## src/rtl/clk_gate_ctrl.sv

```systemverilog
// -----------------------------------------------------------------------------
// clk_gate_ctrl
//   Decides when a downstream hard clock gate may turn its clock off. The block
//   watches an activity indication, gates the clock after a programmable run of
//   idle cycles (or on an explicit sleep request), and brings the clock back
//   through a fixed-length WAKE phase so the downstream logic sees a clean
//   restart. A saturating counter records how many times the clock was gated.
//
// Parameters
//   IDLE_W   width of the idle threshold and of the idle counter
//   WAKE_DLY number of cycles spent in WAKE before returning to RUN (1..255)
//   CNT_W    width of the gating-event counter
//
// Ports
//   i_clk          sole clock, rising edge
//   i_rst_n        synchronous active-low reset
//   i_busy         downstream activity, 1 = clock needed
//   i_idle_thresh  idle cycles before auto-gating, 0 disables auto-gating
//   i_sleep_req    forced gate-off request (level)
//   i_wake_req     explicit wake request (level)
//   i_bypass       forces the clock on and the FSM to RUN
//   o_clk_en       enable for the hard clock gate, 1 = clock running
//   o_wake_done    one-cycle pulse on the first RUN cycle after WAKE
//   o_state        RUN=0, OFF=1, WAKE=2
//   o_gate_evt_cnt saturating count of RUN->OFF transitions
// -----------------------------------------------------------------------------
module clk_gate_ctrl #(
  parameter int IDLE_W   = 8,
  parameter int WAKE_DLY = 2,
  parameter int CNT_W    = 16
) (
  input  logic              i_clk,
  input  logic              i_rst_n,
  input  logic              i_busy,
  input  logic [IDLE_W-1:0] i_idle_thresh,
  input  logic              i_sleep_req,
  input  logic              i_wake_req,
  input  logic              i_bypass,
  output logic              o_clk_en,
  output logic              o_wake_done,
  output logic [1:0]        o_state,
  output logic [CNT_W-1:0]  o_gate_evt_cnt
);

  localparam logic [1:0] ST_RUN  = 2'd0;
  localparam logic [1:0] ST_OFF  = 2'd1;
  localparam logic [1:0] ST_WAKE = 2'd2;

  // Value of the wake counter on the last WAKE cycle.
  localparam logic [7:0] WAKE_LAST = 8'(WAKE_DLY - 1);

  logic [1:0]        state;
  logic [1:0]        next_state;
  logic [IDLE_W-1:0] idle_cnt;
  logic [7:0]        wake_cnt;
  logic [CNT_W-1:0]  gate_cnt;
  logic              wake_done;

  logic              to_off;
  logic              wake_finish;
  logic [IDLE_W:0]   idle_plus1;
  logic              thresh_hit;

  function automatic logic [IDLE_W-1:0] idle_sat_inc(input logic [IDLE_W-1:0] v);
    return (&v) ? v : v + 1'b1;
  endfunction

  function automatic logic [CNT_W-1:0] gate_sat_inc(input logic [CNT_W-1:0] v);
    return (&v) ? v : v + 1'b1;
  endfunction

  // One extra bit so idle_cnt+1 cannot wrap when the counter is saturated;
  // the live threshold is used so lowering it takes effect immediately.
  assign idle_plus1 = {1'b0, idle_cnt} + {{IDLE_W{1'b0}}, 1'b1};
  assign thresh_hit = (i_idle_thresh != '0) && (idle_plus1 >= {1'b0, i_idle_thresh});

  // State register
  always_ff @(posedge i_clk) begin
    if (!i_rst_n) begin
      state     <= ST_RUN;
      wake_done <= 1'b0;
    end else begin
      state     <= next_state;
      wake_done <= wake_finish;
    end
  end

  // Next-state logic; bypass overrides everything and never produces a
  // gating event or a wake_done pulse.
  always_comb begin
    next_state  = state;
    to_off      = 1'b0;
    wake_finish = 1'b0;
    if (i_bypass) begin
      next_state = ST_RUN;
    end else begin
      case (state)
        ST_RUN: begin
          // busy always wins over sleep and over the idle threshold
          if (!i_busy && (i_sleep_req || thresh_hit)) begin
            next_state = ST_OFF;
            to_off     = 1'b1;
          end
        end
        ST_OFF: begin
          if (i_busy || i_wake_req) begin
            next_state = ST_WAKE;
          end
        end
        ST_WAKE: begin
          // inputs are ignored here: a wake sequence always runs to completion
          if (wake_cnt == WAKE_LAST) begin
            next_state  = ST_RUN;
            wake_finish = 1'b1;
          end
        end
        default: next_state = ST_RUN;
      endcase
    end
  end

  // Output decode, purely from registered state
  always_comb begin
    o_clk_en       = (state != ST_OFF);
    o_state        = state;
    o_wake_done    = wake_done;
    o_gate_evt_cnt = gate_cnt;
  end

  // Idle, wake and gating-event counters
  always_ff @(posedge i_clk) begin
    if (!i_rst_n) begin
      idle_cnt <= '0;
      wake_cnt <= '0;
      gate_cnt <= '0;
    end else begin
      if (to_off) begin
        gate_cnt <= gate_sat_inc(gate_cnt);
      end

      if (i_bypass || (state != ST_RUN && next_state == ST_RUN)) begin
        idle_cnt <= '0;
      end else if (state == ST_RUN) begin
        idle_cnt <= i_busy ? '0 : idle_sat_inc(idle_cnt);
      end

      if (i_bypass || (state == ST_OFF && next_state == ST_WAKE)) begin
        wake_cnt <= '0;
      end else if (state == ST_WAKE) begin
        wake_cnt <= wake_cnt + 8'd1;
      end
    end
  end

endmodule

```

## config.mk

```make
export PLATFORM = sky130hd
export DESIGN_NAME = clk_gate_ctrl
export DESIGN_NICKNAME = d
export VERILOG_FILES = /design/src/rtl/clk_gate_ctrl.sv
export SDC_FILE = /design/constraint.sdc
export NUM_CORES = 1
export LEC_CHECK = 0
export ABC_AREA = 0
export BUFFER_PORTS_ARGS = -buffer_cell sky130_fd_sc_hd__buf_2
export CAP_MARGIN = 20
export CORE_MARGIN = 2
export CORE_UTILIZATION = 55
export CTS_CLUSTER_SIZE = 14
export DETAILED_ROUTE_END_ITERATION = 10
export GPL_TIMING_DRIVEN = 0
export PLACE_DENSITY_LB_ADDON = 0.1
export SETUP_SLACK_MARGIN = 0.05
export SLEW_MARGIN = 25
export SYNTH_ARGS = -nofsm -noshare
export SYNTH_HDL_FRONTEND = slang
export SYNTH_SLANG_ARGS = --single-unit
```

## constraint.sdc

```tcl
create_clock -name i_clk -period 4.5 [get_ports i_clk]
set_clock_uncertainty 0.05 [all_clocks]
set_input_delay 0.225 -clock i_clk [delete_from_list [all_inputs] [get_ports i_clk]]
set_output_delay 0.225 -clock i_clk [all_outputs]
set_load 0.01 [all_outputs]
```

==> reports/metrics.yaml <==
detailed_routing:
  routed_via_density: 5.79
  drtAntennaViolNets: 0
  num_vias: 1986
  drtIter0Drc: 193
  routedWlPerCell_um: 13.4
  drt_pre_antenna_iters: 4
  drt_drc_violations_left: 0
  totalWireLength_um: 4590
synth:
  synth_cell_type_count: 41
  post-synth-top-count-cell: "sky130_fd_sc_hd__dfxtp_1"
  asyncSetResetFlopFracSynth_pct: 0
  synth_top_area_share_pct: 33.7
  synthesis.yosys.warnings: 0
  syn-mean-instance-area_um2: 8.19
  synth_area_um2: 2080
  cell_accounting_for_the_most_synthesized_area: "sky130_fd_sc_hd__dfxtp_1"
  ys_seq_area_share_pct: 33.7
  synth_edf_count: 0
  synth_fp_nets: 280
  synth_cell_count_leaders: "35 x sky130_fd_sc_hd__dfxtp_1, 25 x sky130_fd_sc_hd__nand2_1, 25 x sky130_fd_sc_hd__nor2_1"
  synth.top_cells.by_area: "sky130_fd_sc_hd__dfxtp_1 34%, sky130_fd_sc_hd__ha_1 7.2%, sky130_fd_sc_hd__a21oi_1 4.8%"
  number_of_synthesized_register_bits: 35
  synth_ff_type: "sky130_fd_sc_hd__dfxtp_1"
  syn-instance-count: 254
cts:
  total_clock_buffers_created_by_cts: 5
  path_clk_slew_ns: 0.07
  clock_latency_ns: 0.30
  htree_levels: 2
  cts_setup_buffers: 0
  resized_after_cts: 0
  cts-root-buf: "sky130_fd_sc_hd__clkbuf_8"
  clkSinkCount: 35
  cts_tree: "built"
  cts_buffer_depth: 2
  cts_hold_repair.buffers: 0
outcome:
  run_status: "finished clean"
sta:
  finalCritPeriodShare_pct: 82.9
  finalSetupTns_ns: 0
  finalMaxSlewViolations: 0
  setup_repair_after_global_routing_missed_its_margin: "no"
  period_minus_slack_ns: 3.73
  fmax_mhz: 268
  finalHoldViolations: 0
  worst_slew_pin_slew_ns: 0.912
  timing.max_slew.rel_slack_pct: 39.2
  setup_viol_count_final: 0
floorplan:
  initial_core_util_pct: 56.8
  die-width_um: 65.5
  dieHeight_um: 65.5
  placement_rows: 22
  fp.dieArea_um2: 4290
  core_region_area_um2: 3660
  boundaryPins: 34
placement:
  postPlaceCellArea_um2: 2300
  port-buffer-count: 33
  post_dp_hpwl_um: 3410
  place.gp.congestion: 0.833
worst_setup_path:
  crit_required_ns: 4.64
  maximum_fanout_count_along_the_critical_path: 10
  worst_setup_path_end_kind: "flip-flop"
  setup.worst_path.start_class: "flip-flop"
  slowest_delay_ns: 0.77
  arrival_ns: 3.87
  cp_cell_sequence: "ha_1, and3_1, clkbuf_1, nand3_1, xnor2_1, ha_1, a21oi_1, o21ai_0, a221oi_1, buf_2, buf_2, o32ai_1, and2_1"
  critical_path.slowest_cell: "sky130_fd_sc_hd__a221oi_1"
  cp_class: "reg -> reg"
cells_and_area:
  post_route_cells_drive_above_1_share_pct: 16.6
  fillCellCount: 332
  final_net_count: 320
  synthToLayoutAreaGrowth_pct: 14.9
  insertedDiodeCount: 0
  utilization_pct: 65.3
  layout.cell_area.non_filler_um2: 2390
power_and_ir_drop:
  power.density_cell_area_nw_per_um2: 248
  peakVddDrop_v: 0.000204
  power.leakage_uw: 0.000949
global_routing:
  first_global_vias: 1706
  grt_overflow: 0
  grt_start_max_net_pins: 12
  grt_util_all_layers_pct: 23.7
  grt_pass1_wl_um: 7870
  antenna_violations_before_repair: 0
run:
  drv.max_cap_violation_count: 0
min_path:
  min-delay-path-class: "in -> reg"
final cells by class:
| class | instances | area, um2 | area share (%) |
|---|---|---|---|
| Timing Repair Buffer | 33 | 165 | 6.91 |
| Inverter | 12 | 45.0 | 1.88 |
| Sequential cell | 35 | 701 | 29.3 |
| Buffer | 6 | 40.0 | 1.68 |
| Tap cell | 48 | 60.1 | 2.51 |
| Multi-Input combinational cell | 201 | 1290 | 54.1 |
| Clock inverter | 2 | 12.5 | 0.524 |
| Clock buffer | 6 | 72.6 | 3.04 |
registers in the layout (all words and copies together) (netlist names):
name            flops
o_wake_done         1
o_state             2
o_gate_evt_cnt     16
wake_cnt            8
idle_cnt            8
final timing paths:
| check | cells after the start | slack [ns] | start | endpoint |
|---|---|---|---|---|
| hold reg to reg | 2 | 0.45 | o_gate_evt_cnt[10]$_SDFFE_PN0P_ | o_gate_evt_cnt[10]$_SDFFE_PN0P_ |
| hold / removal | 3 | 0.22 | i_rst_n | o_gate_evt_cnt[10]$_SDFFE_PN0P_ |
| setup reg to reg | 13 | 0.77 | idle_cnt[0]$_SDFFE_PP0P_ | o_state[0]$_SDFF_PN0_ |
| setup / recovery | 13 | 0.77 | idle_cnt[0]$_SDFFE_PP0P_ | o_state[0]$_SDFF_PN0_ |
cells by family (layout without fill, tap and decap cells):
kind of cell,after synthesis,count (layout),synth area share [%]
mux,7,7,3.37
simple gates,120,120,31.3
flops,35,35,33.7
buf+inv,18,59,4.09
compound gates,49,49,14.9
xor+xnor,13,13,5.48
fa+ha+maj,12,12,7.22
critical path: cells and delay by family, from the launching register on:
kind                     cells  cell delay, ns
AO/OA/AOI/OAI                4            1.10
buffers and inverters        3            0.81
adder cells (fa/ha/maj)      2            0.56
AND/OR/NAND/NOR              3            0.48
flip-flops                   1            0.41
XOR/XNOR                     1            0.22
cells in the final DEF (no fill, tap or decap), types with 3 or more instances in the layout:
| cell | instances |
|---|---|
| sky130_fd_sc_hd__nand3b_1 | 3 |
| sky130_fd_sc_hd__dfxtp_1 | 35 |
| sky130_fd_sc_hd__and4_1 | 5 |
| sky130_fd_sc_hd__a21oi_1 | 20 |
| sky130_fd_sc_hd__nor2_1 | 25 |
| sky130_fd_sc_hd__inv_1 | 11 |
| sky130_fd_sc_hd__nor3_1 | 5 |
| sky130_fd_sc_hd__xor2_1 | 7 |
| sky130_fd_sc_hd__clkbuf_8 | 5 |
| sky130_fd_sc_hd__nand4_1 | 9 |
| sky130_fd_sc_hd__ha_1 | 12 |
| sky130_fd_sc_hd__nand3_1 | 8 |
| sky130_fd_sc_hd__and3_1 | 5 |
| sky130_fd_sc_hd__or3_1 | 5 |
| sky130_fd_sc_hd__buf_2 | 35 |
| sky130_fd_sc_hd__nor4_1 | 7 |
| sky130_fd_sc_hd__mux2i_1 | 7 |
| sky130_fd_sc_hd__xnor2_1 | 6 |
| sky130_fd_sc_hd__nand2_1 | 25 |
| sky130_fd_sc_hd__nor2b_1 | 3 |
| sky130_fd_sc_hd__o21ai_0 | 12 |
| sky130_fd_sc_hd__or4_1 | 6 |
| sky130_fd_sc_hd__clkbuf_1 | 3 |
| sky130_fd_sc_hd__o31ai_1 | 7 |
| sky130_fd_sc_hd__nand2b_1 | 7 |
where the power goes:
part / total [uW] / switching [uW] / internal [uW]
Sequential: 313 / 1.96 / 311
Clock: 226 / 117 / 108
Combinational: 52.9 / 34.1 / 18.8
per-stage QoR:
step	worst slack, ns	total power (uW)	hold WS [ns]	cells
floorplan	1.54	353	0.330	254
global placement	0.829	372	0.432	335
detailed placement	0.874	373	0.438	335
CTS	0.847	595	0.222	343
global route	0.554	614	0.242	343
finish	0.769	592	0.222	343
layer usage:
metal	share of wire, %	vias up	wire, um	global-route usage (%)
met5	0	-	0	0
met4	1.6	0	74	9.38
met3	5.8	7	265	4.28
met2	42	55	1940	35.7
met1	50	912	2310	33.5
li1	-	1012	-	-
Note: power is estimated with default switching activity, not from simulation.
